### src/rtl/uart_pkg.sv
// rtl/uart_pkg.sv - shared UART constants, receiver state encoding and baud divider helper
package uart_pkg;

  localparam int PAR_NONE = 0;
  localparam int PAR_ODD  = 1;
  localparam int PAR_EVEN = 2;

  typedef enum logic [2:0] {
    S_IDLE,
    S_START,
    S_DATA,
    S_PARITY,
    S_STOP,
    S_BREAK
  } rx_state_t;

  // Rounded clock cycles per oversample tick.
  function automatic int baud_div(input longint clk_hz, input longint baud, input longint os);
    return int'((clk_hz + (baud * os) / 2) / (baud * os));
  endfunction

endpackage

### src/rtl/sync_fifo.sv
// rtl/sync_fifo.sv - first-word-fall-through synchronous FIFO, power-of-two depth
module sync_fifo #(
  parameter int WIDTH = 8,
  parameter int DEPTH = 4
) (
  input  logic                     i_clk,
  input  logic                     i_reset,
  input  logic                     i_push,
  input  logic [WIDTH-1:0]         i_data,
  input  logic                     i_pop,
  output logic [WIDTH-1:0]         o_data,
  output logic                     o_full,
  output logic                     o_empty,
  output logic [$clog2(DEPTH):0]   o_count
);

  localparam int PTR_W = $clog2(DEPTH);
  localparam int CNT_W = PTR_W + 1;

  logic [WIDTH-1:0] r_mem [DEPTH];
  logic [PTR_W-1:0] r_wr;
  logic [PTR_W-1:0] r_rd;
  logic [CNT_W-1:0] r_count;
  logic             w_do_push;
  logic             w_do_pop;

  assign o_empty   = (r_count == '0);
  assign o_full    = (r_count == CNT_W'(DEPTH));
  assign o_count   = r_count;
  // A pop on a full FIFO frees the slot the same-cycle push needs.
  assign w_do_pop  = i_pop & ~o_empty;
  assign w_do_push = i_push & (~o_full | w_do_pop);
  assign o_data    = o_empty ? '0 : r_mem[r_rd];

  always_ff @(posedge i_clk) begin
    if (w_do_push) begin
      r_mem[r_wr] <= i_data;
    end
  end

  always_ff @(posedge i_clk) begin
    if (i_reset) begin
      r_wr    <= '0;
      r_rd    <= '0;
      r_count <= '0;
    end else begin
      if (w_do_push) begin
        r_wr <= r_wr + PTR_W'(1);
      end
      if (w_do_pop) begin
        r_rd <= r_rd + PTR_W'(1);
      end
      case ({w_do_push, w_do_pop})
        2'b10:   r_count <= r_count + CNT_W'(1);
        2'b01:   r_count <= r_count - CNT_W'(1);
        default: r_count <= r_count;
      endcase
    end
  end

endmodule

### src/rtl/uart_rx_fifo.sv
// rtl/uart_rx_fifo.sv - oversampled UART receiver with parity/frame checks feeding a receive FIFO
module uart_rx_fifo
  import uart_pkg::*;
#(
  parameter int CLK_HZ     = 100_000_000,
  parameter int BAUD       = 9600,
  parameter int OVERSAMPLE = 16,
  parameter int DATA_BITS  = 8,
  parameter int PARITY     = 0,
  parameter int FIFO_DEPTH = 4
) (
  input  logic                          sysclk,
  input  logic                          reset,
  input  logic                          UART_RX,
  input  logic                          rd_en,
  output logic [DATA_BITS-1:0]          rx_data,
  output logic                          rx_valid,
  output logic [$clog2(FIFO_DEPTH):0]   fifo_count,
  output logic                          frame_err,
  output logic                          parity_err,
  output logic                          overrun
);

  localparam int DIV   = baud_div(CLK_HZ, BAUD, OVERSAMPLE);
  localparam int DIV_W = (DIV > 1) ? $clog2(DIV) : 1;
  localparam int TC_W  = $clog2(OVERSAMPLE);
  localparam int BC_W  = $clog2(DATA_BITS + 1);

  localparam logic [DIV_W-1:0] DIV_LAST = DIV_W'(DIV - 1);
  localparam logic [TC_W-1:0]  TC_LAST  = TC_W'(OVERSAMPLE - 1);
  localparam logic [TC_W-1:0]  TC_S0    = TC_W'(OVERSAMPLE / 2 - 1);
  localparam logic [TC_W-1:0]  TC_S1    = TC_W'(OVERSAMPLE / 2);
  localparam logic [TC_W-1:0]  TC_S2    = TC_W'(OVERSAMPLE / 2 + 1);
  localparam logic [BC_W-1:0]  BC_LAST  = BC_W'(DATA_BITS - 1);

  rx_state_t             r_state;
  rx_state_t             w_next;
  logic                  r_sync1;
  logic                  r_sync2;
  logic                  r_prev;
  logic [DIV_W-1:0]      r_div;
  logic [TC_W-1:0]       r_tc;
  logic                  r_v0;
  logic                  r_v1;
  logic [BC_W-1:0]       r_bitcnt;
  logic [DATA_BITS-1:0]  r_shift;
  logic                  r_par_err;
  logic                  r_push;
  logic [DATA_BITS-1:0]  r_push_data;
  logic                  r_frame_err;
  logic                  r_parity_err;
  logic                  r_overrun;

  logic                  w_fall;
  logic                  w_tick;
  logic                  w_bit_end;
  logic                  w_vote_pt;
  logic                  w_vote;
  logic                  w_par_exp;
  logic                  w_push_req;
  logic                  w_ferr;
  logic                  w_perr;
  logic                  w_full;
  logic                  w_empty;

  assign w_fall    = r_prev & ~r_sync2;
  assign w_tick    = (r_div == DIV_LAST);
  assign w_bit_end = w_tick && (r_tc == TC_LAST);
  assign w_vote_pt = w_tick && (r_tc == TC_S2);
  assign w_vote    = (r_v0 & r_v1) | (r_v0 & r_sync2) | (r_v1 & r_sync2);
  assign w_par_exp = (PARITY == PAR_ODD) ? ~(^r_shift) : ^r_shift;

  always_ff @(posedge sysclk) begin
    if (reset) begin
      r_state <= S_IDLE;
    end else begin
      r_state <= w_next;
    end
  end

  always_comb begin
    w_next     = r_state;
    w_push_req = 1'b0;
    w_ferr     = 1'b0;
    w_perr     = 1'b0;
    case (r_state)
      S_IDLE: begin
        if (w_fall) w_next = S_START;
      end
      S_START: begin
        if (w_vote_pt && w_vote) w_next = S_IDLE;
        else if (w_bit_end)      w_next = S_DATA;
      end
      S_DATA: begin
        if (w_bit_end && (r_bitcnt == BC_LAST)) begin
          w_next = (PARITY != PAR_NONE) ? S_PARITY : S_STOP;
        end
      end
      S_PARITY: begin
        if (w_bit_end) w_next = S_STOP;
      end
      S_STOP: begin
        // Leave at the vote so a back-to-back start edge is not missed.
        if (w_vote_pt) begin
          if (w_vote) begin
            w_next     = S_IDLE;
            w_push_req = ~r_par_err;
            w_perr     = r_par_err;
          end else begin
            w_next = S_BREAK;
            w_ferr = 1'b1;
          end
        end
      end
      S_BREAK: begin
        if (r_sync2) w_next = S_IDLE;
      end
      default: w_next = S_IDLE;
    endcase
  end

  always_ff @(posedge sysclk) begin
    if (reset) begin
      r_sync1      <= 1'b1;
      r_sync2      <= 1'b1;
      r_prev       <= 1'b1;
      r_div        <= '0;
      r_tc         <= '0;
      r_v0         <= 1'b1;
      r_v1         <= 1'b1;
      r_bitcnt     <= '0;
      r_shift      <= '0;
      r_par_err    <= 1'b0;
      r_push       <= 1'b0;
      r_push_data  <= '0;
      r_frame_err  <= 1'b0;
      r_parity_err <= 1'b0;
      r_overrun    <= 1'b0;
    end else begin
      r_sync1 <= UART_RX;
      r_sync2 <= r_sync1;
      r_prev  <= r_sync2;

      if ((r_state == S_IDLE) && w_fall) begin
        r_div <= '0;
        r_tc  <= '0;
      end else begin
        r_div <= w_tick ? '0 : r_div + DIV_W'(1);
        if (w_tick) r_tc <= (r_tc == TC_LAST) ? '0 : r_tc + TC_W'(1);
      end

      if (w_tick && (r_tc == TC_S0)) r_v0 <= r_sync2;
      if (w_tick && (r_tc == TC_S1)) r_v1 <= r_sync2;

      if (r_state != S_DATA)         r_bitcnt <= '0;
      else if (w_bit_end)            r_bitcnt <= r_bitcnt + BC_W'(1);

      if ((r_state == S_DATA) && w_vote_pt) begin
        r_shift <= {w_vote, r_shift[DATA_BITS-1:1]};
      end

      if (r_state == S_START)                       r_par_err <= 1'b0;
      else if ((r_state == S_PARITY) && w_vote_pt)  r_par_err <= (w_vote != w_par_exp);

      r_push       <= w_push_req;
      r_push_data  <= r_shift;
      r_frame_err  <= w_ferr;
      r_parity_err <= w_perr;
      r_overrun    <= r_push & w_full & ~rd_en;
    end
  end

  sync_fifo #(
    .WIDTH (DATA_BITS),
    .DEPTH (FIFO_DEPTH)
  ) u_fifo (
    .i_clk   (sysclk),
    .i_reset (reset),
    .i_push  (r_push),
    .i_data  (r_push_data),
    .i_pop   (rd_en),
    .o_data  (rx_data),
    .o_full  (w_full),
    .o_empty (w_empty),
    .o_count (fifo_count)
  );

  assign rx_valid   = ~w_empty;
  assign frame_err  = r_frame_err;
  assign parity_err = r_parity_err;
  assign overrun    = r_overrun;

endmodule

### config.mk
export PLATFORM = sky130hd
export DESIGN_NAME = uart_rx_fifo
export DESIGN_NICKNAME = d
export VERILOG_FILES = /design/src/rtl/uart_pkg.sv /design/src/rtl/sync_fifo.sv /design/src/rtl/uart_rx_fifo.sv
export SDC_FILE = /design/constraint.sdc
export NUM_CORES = 1
export LEC_CHECK = 0
export CAP_MARGIN = 20
export CORE_MARGIN = 2
export CORE_UTILIZATION = 45
export DETAILED_ROUTE_END_ITERATION = 10
export PLACE_DENSITY = 0.61
export SETUP_SLACK_MARGIN = 0.5
export SYNTH_ARGS = -nofsm -noshare
export SYNTH_HDL_FRONTEND = slang
export SYNTH_SLANG_ARGS = --single-unit
### constraint.sdc
create_clock -name sysclk -period 2.63 [get_ports sysclk]
set_input_delay 0.263 -clock sysclk [delete_from_list [all_inputs] [get_ports sysclk]]
set_output_delay 0.263 -clock sysclk [all_outputs]
set_load 0.01 [all_outputs]
### After elaboration in Yosys (flattened, before gate mapping)

Memory sizes are Yosys's and may differ from the RTL's. A register that Yosys moved wholly into a read port is not among the register bits.
Index checks and enable logic that the tools add are counted.

| storage, ports and cells | value |
|---|---|
| bits in registers | 54 |
| bits in latches | 0 |
| memory bits (writable) | 32 |
| bits in read-only memories | 0 |
| input port bits | 4 |
| output and inout port bits | 15 |
| word-level logic and storage cells | 105 |
| memories kept | 1 |

Memories:

| name | words | width | read ports | clocked after memory_dff | write ports | RTL line | text |
|---|---|---|---|---|---|---|---|
| u_fifo.r_mem | 4 | 8 | 1 | 1 | 1 | sync_fifo.sv:20 | `logic [WIDTH-1:0] r_mem [DEPTH];` |

| cells by class | value |
|---|---|
| add/subtract/negate cells | 7 |
| $mul | 0 |
| div/mod/pow operators | 0 |
| $lt $le $gt $ge | 0 |
| eq/ne operators | 22 |
| shift operators | 0 |
| multiplexer cells | 17 |
| bitwise operators | 19 |
| reductions and logical operators | 20 |

Operators with widths:

| kind | number |
|---|---|
| 3-bit 2-to-1 mux | 8 |
| 3-bit case mux with 6 select lines | 1 |
| 4-bit equality test (second input constant) | 3 |
| 10-bit by 1-bit adder with 10-bit output (second input constant) | 1 |
| 10-bit equality test (second input constant) | 1 |
| 2-bit inequality test (second input constant) | 5 |
| 3-bit equality test (second input constant) | 3 |
| 1-bit logical AND | 9 |
| 4-bit by 1-bit adder with 4-bit output (second input constant) | 2 |
| 1-bit AND | 8 |
| 4-bit by 3-bit equality test with 1-bit output (second input constant) | 2 |
| 8-bit 2-to-1 mux | 1 |
| 1-bit NOT | 8 |
| 8-bit XOR reduction | 1 |
| 3-bit by 2-bit equality test with 1-bit output (second input constant) | 2 |
| 3-bit zero test | 2 |
| 3-bit case mux with 2 select lines | 1 |
| 6-bit AND reduction | 1 |
| 2-bit OR reduction | 3 |
| 3-bit OR reduction | 2 |
| 2-bit by 1-bit adder with 2-bit output (second input constant) | 2 |
| 2-bit 2-to-1 mux | 2 |
| 4-bit 2-to-1 mux | 1 |
| 4-bit OR reduction | 1 |
| other kinds (11) | 15 |

### Longest topological paths before layout

Gate-level depths: netlist of run 1.

| logic depth | value |
|---|---|
| word-level depth | 7 |
| mapped depth | 10 |

### Modules after synthesis

Synthesis of run 1 repeated with hierarchy kept, for this count alone.

| unflattened totals | value |
|---|---|
| cells, all modules | 339 |
| area total of the unflattened synthesis | 3831.2 µm² |

Modules (own cells, without submodules):

| module | instances | cells each | area an instance (µm²) |
|---|---|---|---|
| uart_rx_fifo | 1 | 221 | 2009.4 |
| sync_fifo | 1 | 118 | 1821.7 |

### Least setup slack after synthesis of run 1

OpenSTA, ideal clock, no wires.

| timing | value |
|---|---|
| path kind | reg-to-reg |
| from | register u_fifo.r_count[0], in the netlist u_fifo.o_count[0] |
| to | register u_fifo.r_count[2], in the netlist u_fifo.o_count[2] |
| arrival | 2.358 ns |
| required time | 2.560 ns |
| path slack | 0.202 ns |
| stages on the path, launching flop included | 10 |
| clock period less this slack | 2.428 ns |
| cells stage by stage | dfxtp_1 or4b_1 and2_1 inv_2 ha_1 inv_1 fa_1 xor2_1 or3_1 a21oi_1 |

| between the ends | value |
|---|---|
| cells in the longest elaborated chain, start to end | 7 |
| elaborated cells on any way between the ends | 13 |
| classes of those cells | add/sub (2); eq/ne (3); mux (1); bitwise (5); reduce/logical (2) |

RTL lines:

| item | RTL line | text |
|---|---|---|
| start, declared | sync_fifo.sv:23 | `logic [CNT_W-1:0] r_count;` |
| start signal, assigned | sync_fifo.sv:54 | `2'b10: r_count <= r_count + CNT_W'(1);` |
| start signal, assigned | sync_fifo.sv:55 | `2'b01: r_count <= r_count - CNT_W'(1);` |
| start signal, assigned | sync_fifo.sv:56 | `default: r_count <= r_count;` |
| 3-bit zero test | sync_fifo.sv:27 | `assign o_empty = (r_count == '0);` |
| 1-bit NOT | sync_fifo.sv:31 | `assign w_do_pop = i_pop & ~o_empty;` |
| 1-bit AND | sync_fifo.sv:31 |  |
| 1-bit bitwise OR | sync_fifo.sv:32 | `assign w_do_push = i_push & (~o_full \| w_do_pop);` |
| 1-bit AND | sync_fifo.sv:32 |  |
| 2-bit by 1-bit equality test with 1-bit output or 2-bit equality test (tied branches) | sync_fifo.sv:53 | `case ({w_do_push, w_do_pop})` |
| 3-bit case mux with 2 select lines or 2-bit nonzero test (tied branches) | -- |  |

Several ways; a longest one is shown, not always the timed one.
A chain may end at the register's enable or synchronous reset.

### Final worst setup path of run 1

| timing | value |
|---|---|
| from | input port rd_en |
| to | register u_fifo.r_count[2], in the netlist u_fifo.o_count[2] |

| between the ends | value |
|---|---|
| cells in the longest elaborated chain, start to end | 5 |
| elaborated cells on any way between the ends | 7 |
| classes of those cells | eq/ne (2); mux (1); bitwise (3); reduce/logical (1) |

RTL lines:

| item | RTL line | text |
|---|---|---|
| start, declared | uart_rx_fifo.sv:15 | `input logic rd_en,` |
| 1-bit AND (*) | sync_fifo.sv:31 |  |
| 1-bit bitwise OR | sync_fifo.sv:32 |  |
| 1-bit AND | sync_fifo.sv:32 |  |
| 2-bit by 1-bit equality test with 1-bit output or 2-bit equality test (tied branches) | sync_fifo.sv:53 |  |
| 3-bit case mux with 2 select lines or 2-bit nonzero test (tied branches) | -- |  |

Mark *: on every way between the ends. The rest lies on a longest branch, timed or not.

==> results of run 1 <==
## worst max path at each step
| stage | endpoint | startpoint | cells past startpoint | slack [ps] |
|---|---|---|---|---|
| after floorplan | u_fifo.o_count[2]$_SDFFE_PP0P_ | u_fifo.o_count[1]$_SDFFE_PP0P_ | 9 | 430 |
| after global placement | u_fifo.o_count[2]$_SDFFE_PP0P_ | rd_en | 10 | 60 |
| after detailed placement | u_fifo.o_count[2]$_SDFFE_PP0P_ | rd_en | 10 | -5 |
| after CTS | u_fifo.o_count[2]$_SDFFE_PP0P_ | u_fifo.o_count[1]$_SDFFE_PP0P_ | 9 | 380 |
| after global routing | u_fifo.o_count[2]$_SDFFE_PP0P_ | u_fifo.o_count[1]$_SDFFE_PP0P_ | 9 | 320 |
| final | u_fifo.o_count[2]$_SDFFE_PP0P_ | rd_en | 10 | 400 |
## placed cells by master, fill, tap and decap left out, types with 5 or more instances in the layout
master	n
nor2b_1	13
nand3_1	8
dfxtp_1	51
and2_1	9
inv_1	8
mux4_2	8
and3_1	9
xnor2_1	15
xor2_1	11
nor2_1	39
nand2_1	15
buf_4	12
dfxtp_2	5
clkbuf_8	9
ha_1	10
edfxtp_1	32
mux2i_1	14
clkdlybuf4s50_1	10
## metrics by stage
stage / utilization [%] / TNS [ps] / hold WS (ps) / area, µm²
finish: 54.2 / 0 / 414 / 4230
CTS: 53.9 / 0 / 424 / 4210
floorplan: - / 0 / 360 / 3680
global placement: 50.8 / 0 / 396 / 3960
detailed placement: 50.8 / -5.39 / 397 / 3960
global route: 54.2 / 0 / 444 / 4230
## flip-flops by register name, summed over array words and instances, names as in the netlist, 2 cells and up, named ones only
signal	flops
u_fifo.r_rd	2
r_state	3
r_div	10
u_fifo.r_wr	2
r_push_data	8
r_tc	4
u_fifo.o_count	3
u_fifo.r_mem	32
r_shift	8
r_bitcnt	4
## synth_stat cells (2+ instances only)
master    count
or2_1         4
nand2b_1      2
and2_1       11
xnor2_1      15
mux4_2        8
o21ai_0       2
a21oi_1       4
inv_1         9
clkbuf_1      7
nand2_1      15
mux2i_1      14
ha_1         11
nand4_1       2
nand3_1       8
buf_4         2
or3_1         2
and3_1        9
nor3_1        4
xor2_1       11
nor3b_1       2
dfxtp_1      56
edfxtp_1     32
nor2b_1      13
nand4b_1      3
nor2_1       39
## cell type report
type                       instances  area share (%)
clock buffer                      10            3.52
inverter                          10           0.947
timing repair buffer              31            6.24
multi-input combinational        198            35.7
clock inverter                     6            1.15
sequential                        88            49.4
tap                              102            3.02
## cell families after synthesis
logic type,after synthesis,share of synthesized area [%]
XOR/XNOR,26,6.23
buffers and inverters,21,2.57
adder cells (fa/ha/maj),13,4.59
multiplexers,23,9.18
AND/OR/NAND/NOR,122,17.7
AO/OA/AOI/OAI,14,2.71
flip-flops,88,57.0
## power groups by stage
| stage | combinational, µW | sequential (µW) | clock [µW] |
|---|---|---|---|
| after global routing | 174 | 1450 | 973 |
| after CTS | 153 | 1450 | 925 |
| after global placement | 150 | 1480 | 0 |
| after floorplan | 127 | 1470 | 0 |
| final | 151 | 1450 | 890 |
| after detailed placement | 153 | 1480 | 0 |
## critical path, cell delays in order
cell and delay, ps:
clkdlybuf4s50_1 410, or4b_4 540, and2_4 160, inv_4 60
ha_4 130, inv_2 40, fa_2 330, xor2_1 150
or3_1 320, a21oi_2 120
## per-layer routing
| layer | part of all wire, % | routed length, µm |
|---|---|---|
| met3 | 3.1 | 176 |
| met1 | 47 | 2710 |
| met2 | 49 | 2800 |
| met5 | 0 | 0 |
| met4 | 1.3 | 73 |
## what timing repair did
item,in CTS,in global routing
gates resized for setup,10,16
endpoints found under the setup margin,11,19
hold buffers,0,0
hold endpoints to repair,0,0
buffers inserted,7,2
==> flow_summary.ini, run 1 <==
[outcome]
status = finished, final reports clean

[sta]
worst_slew_pin_slew_ps = 467
setup_viol = 0
period_needed_ps = 2230
setup_ws_ps = 399
finalMaxSlewViolations = 0
hold_viol = 0
slew_headroom_pct = 68.1
skew_ps = 6.67
final.period_utilization_pct = 84.8
fmax_mhz = 448
rsz0062_at_grt = true

[logic_synthesis]
synth-main-ff-cell = dfxtp_1
async_flop_share_pct = 0
netlist_top_cells_area = dfxtp_1, edfxtp_1, mux4_2, nor2_1, mux2i_1
seq_area_frac_synth_pct = 57.0
yosysTopAreaCellShare_pct = 30.7
syn_inst = 307
synth_seq_cells = 88
synth_warnings = 0
syn_area_um2 = 3650
yosysUniqueCellTypes = 47
synthDominantAreaCellType = dfxtp_1
synth.net_count = 323
avgSynthCellArea_um2 = 11.9
synth-edff-count = 32

[pwr]
intPower_uw = 1890
pwr-share-clk_pct = 35.8
p_sw_uw = 593
finalPower_uw = 2490
leakagePower_uw = 0.00154
switching_share_pct = 23.8
seqPwrFrac_pct = 58.2
combPwrFrac_pct = 6.1
powerDensity_nw_per_um2 = 588
ir_drop_mv = 0.328

[layout]
num_antenna_cells = 0
syn_to_final_growth_pct = 15.8
nNetsFinal = 354
multiInputGateArea_um2 = 1510
num-fill-cells = 710
seq_area_um2 = 2090
fin_cells = 445
drive_gt1_share_pct = 17.2

[clock_network]
htreeDepth = 3
numCtsBuffers = 9
insertion_delay_ps = 350
cts.path.max_buffers = 2
clkSlewWorstSetupHoldPaths_ps = 90
cts.sink_count = 88
cts_tree = yes
cts_root_buffer = clkbuf_8

[floorplan]
dieArea_um2 = 8860
die_h_um = 94.1
start_util_pct = 46.8
num_io_pins = 19
coreArea_um2 = 7810
die_x_um = 94.1
rows = 32

[grt]
grtUsageMet2_pct = 25.4
grt_pass1_wl_um = 9740
grt_max_degree = 35
grt_overflow_total = 0
use_met1_pct = 16.4
use_met3_pct = 5.06
antenna_found_initial = 0
grtUsageTotal_pct = 14.6
grt_pass1_vias = 2171
top_usage_layer = met2

[worst_setup_path]
r2r_slack_ps = 420
required_ps = 2920
critPathArrivalTime_ps = 2520
critPathKind = input pin to flop
end_kind = flop
worst_setup_path_start_kind = input pin
r2r_start = u_fifo.o_count[1]$_SDFFE_PP0P_
reg2regPathDepth = 9
timing.rr.end = u_fifo.o_count[2]$_SDFFE_PP0P_
crit_fanout = 2

[placement]
place_ws_ps = -5.39
place.port_buffers = 18
gp_congestion = 0.751
dp_hpwl_um = 3910
place_inst = 420

[flow_run]
drv_cap = 0

[route]
via_per_inst = 4.85
drt_wl_total_um = 5770
detail-route-antenna-nets = 0
drtPass1Iterations = 4
drc_errors = 0
drt_iter0_drc = 71
wl_per_cell_um = 13.0
num_vias = 2160

[hold_path]
hp-class = flop to flop
hold_end = r_sync2$_SDFF_PP1_
min_from = r_sync1$_SDFF_PP1_
hold_depth = 1
Power figures use the tool's default switching activity.
==> inputs of run 2 (changes only) <==
Settings changed: PLACE_DENSITY 0.61 to 0.63.
Clock period 2.63 ns to 1.8 ns, I/O delays scaled along.
==> flow_summary.ini, run 2 (synthesized netlist as in run 1, its figures left out) <==
[outcome]
status = finished with violations
violations = negative setup slack

[worst_setup_path]
crit_fanout = 2
end_kind = flop
r2r_start = u_fifo.o_count[1]$_SDFFE_PP0P_
critPathKind = flop to flop
critPathArrivalTime_ps = 2500
r2r_slack_ps = -420
reg2regPathDepth = 9
timing.rr.end = u_fifo.o_count[2]$_SDFFE_PP0P_
worst_setup_path_start_kind = flop
required_ps = 2090

[sta]
setup_ws_ps = -416
rsz0062_at_grt = true
holdWs_ps = 386
hold_viol = 0
final.period_utilization_pct = 123
fmax_mhz = 451
setup_viol = 12
fin_setup_tns_ps = -2150
worst_slew_pin_slew_ps = 445
period_needed_ps = 2220
finalMaxSlewViolations = 0
skew_ps = 10.1
slew_headroom_pct = 69.5

[placement]
dp_hpwl_um = 4230
place_ws_ps = -761
place.port_buffers = 18
gp_congestion = 0.800

[route]
drtPass1Iterations = 4
drt_iter0_drc = 55
drc_errors = 0
drt_wl_total_um = 6660
via_per_inst = 4.89
wl_per_cell_um = 13.5
detail-route-antenna-nets = 0
num_vias = 2411

[grt]
antenna_found_initial = 0
grt_pass1_vias = 2491
grtUsageTotal_pct = 16.5
grt_pass1_wl_um = 11200
grt_overflow_total = 0
grt_max_degree = 20

[pwr]
leakagePower_uw = 0.00186
pwr-share-clk_pct = 35.4
p_sw_uw = 927
switching_share_pct = 24.7
combPwrFrac_pct = 8.3
powerDensity_nw_per_um2 = 756
seqPwrFrac_pct = 56.2
ir_drop_mv = 0.554
intPower_uw = 2830

[layout]
nNetsFinal = 402
final_common_cell = dfxtp_1
largest_reg_flops = 32
post-route-util_pct = 63.6
largestRegisters = u_fifo.r_mem: 32 flops, r_div: 10 flops
syn_to_final_growth_pct = 35.8
regMostFlops = u_fifo.r_mem
final_cell_mix = dfxtp_1, buf_4, nor2_1
num_antenna_cells = 0
drive_gt1_share_pct = 42.7

[floorplan]
num_io_pins = 19
rows = 32
start_util_pct = 46.8
dieArea_um2 = 8860
die_h_um = 94.1
coreArea_um2 = 7810
die_x_um = 94.1

[clock_network]
cts_root_buffer = clkbuf_8
htreeDepth = 3
cts_tree = yes
clkSlewWorstSetupHoldPaths_ps = 90
numCtsBuffers = 9
cts.sink_count = 88
insertion_delay_ps = 350
cts.path.max_buffers = 2

[hold_path]
min_from = UART_RX
hp-class = input pin to flop
hold_end = r_sync1$_SDFF_PP1_
hold_depth = 2

[flow_run]
drv_cap = 0
## run 2: changes by cell type in the layout (fill, tap and decap cells not counted), sizes merged
cell           previous run  this run
buf                      13        69
clkdlybuf4s50            10         4
clkbuf                   13        10
clkdlybuf4s15             3         2
dlygate4sd2               2         3
or2                       5         6
## run 2: how the worst max path moves through the flow
stage | start | to | cells past startpoint
6_report | u_fifo.o_count[1]$_SDFFE_PP0P_ | u_fifo.o_count[2]$_SDFFE_PP0P_ | 9
3_5_place_dp | rd_en | u_fifo.o_count[2]$_SDFFE_PP0P_ | 10
5_1_grt | u_fifo.o_count[1]$_SDFFE_PP0P_ | u_fifo.o_count[2]$_SDFFE_PP0P_ | 9
4_1_cts | u_fifo.o_count[1]$_SDFFE_PP0P_ | u_fifo.o_count[2]$_SDFFE_PP0P_ | 9
3_3_place_gp | rd_en | u_fifo.o_count[2]$_SDFFE_PP0P_ | 10
2_1_floorplan | u_fifo.o_count[1]$_SDFFE_PP0P_ | u_fifo.o_count[2]$_SDFFE_PP0P_ | 9
## run 2: what timing repair did
item	CTS	global route
hold buffers	0	0
pin swaps	24	17
gates cloned	2	0
setup buffers	15	6
endpoints found under the setup margin	90	88
hold endpoints to repair	0	0
gates resized for setup	97	24
## run 2: critical path, stage by stage, from the launching register on
cell     delay (ps)
dfxtp_2         330
or4b_4          510
and2_4          160
inv_4            50
ha_4            120
inv_2            30
fa_2            320
xor2_1          150
or3_1           320
a21oi_2         130
## run 2: layout make-up
| cell class | instances | area (µm²) |
|---|---|---|
| flip-flops and latches | 88 | 2100 |
| clock inverters | 6 | 47.5 |
| multi-input cells | 199 | 1750 |
| well taps | 102 | 128 |
| repair buffers | 78 | 743 |
| clock buffers | 10 | 149 |
| inverters | 10 | 40.0 |
| fillers | 642 | 2850 |
## run 2: per-stage QoR
step / instances / power (µW) / area (µm²)
after floorplan: 307 / 2340 / 3790
after CTS: 487 / 3780 / 4820
after global placement: 454 / 2430 / 4330
final: 493 / 3750 / 4960
after detailed placement: 454 / 2430 / 4330
after global routing: 493 / 3910 / 4960
## run 2: power groups by stage
stage / logic (µW) / registers [µW] / clock network, µW
final: 312 / 2110 / 1330
after global routing: 349 / 2120 / 1440
after floorplan: 193 / 2150 / 0
after detailed placement: 278 / 2150 / 0
after CTS: 299 / 2110 / 1370
after global placement: 275 / 2150 / 0
## run 2: per-layer routing
| layer | vias to the layer above | share of wire [%] | GRT usage [%] |
|---|---|---|---|
| met5 | - | 0 | 0 |
| met4 | 0 | 1.5 | 7.25 |
| met3 | 9 | 2.4 | 3.05 |
| met2 | 32 | 51 | 28.6 |
| met1 | 1152 | 45 | 20.1 |
| li1 | 1218 | - | - |
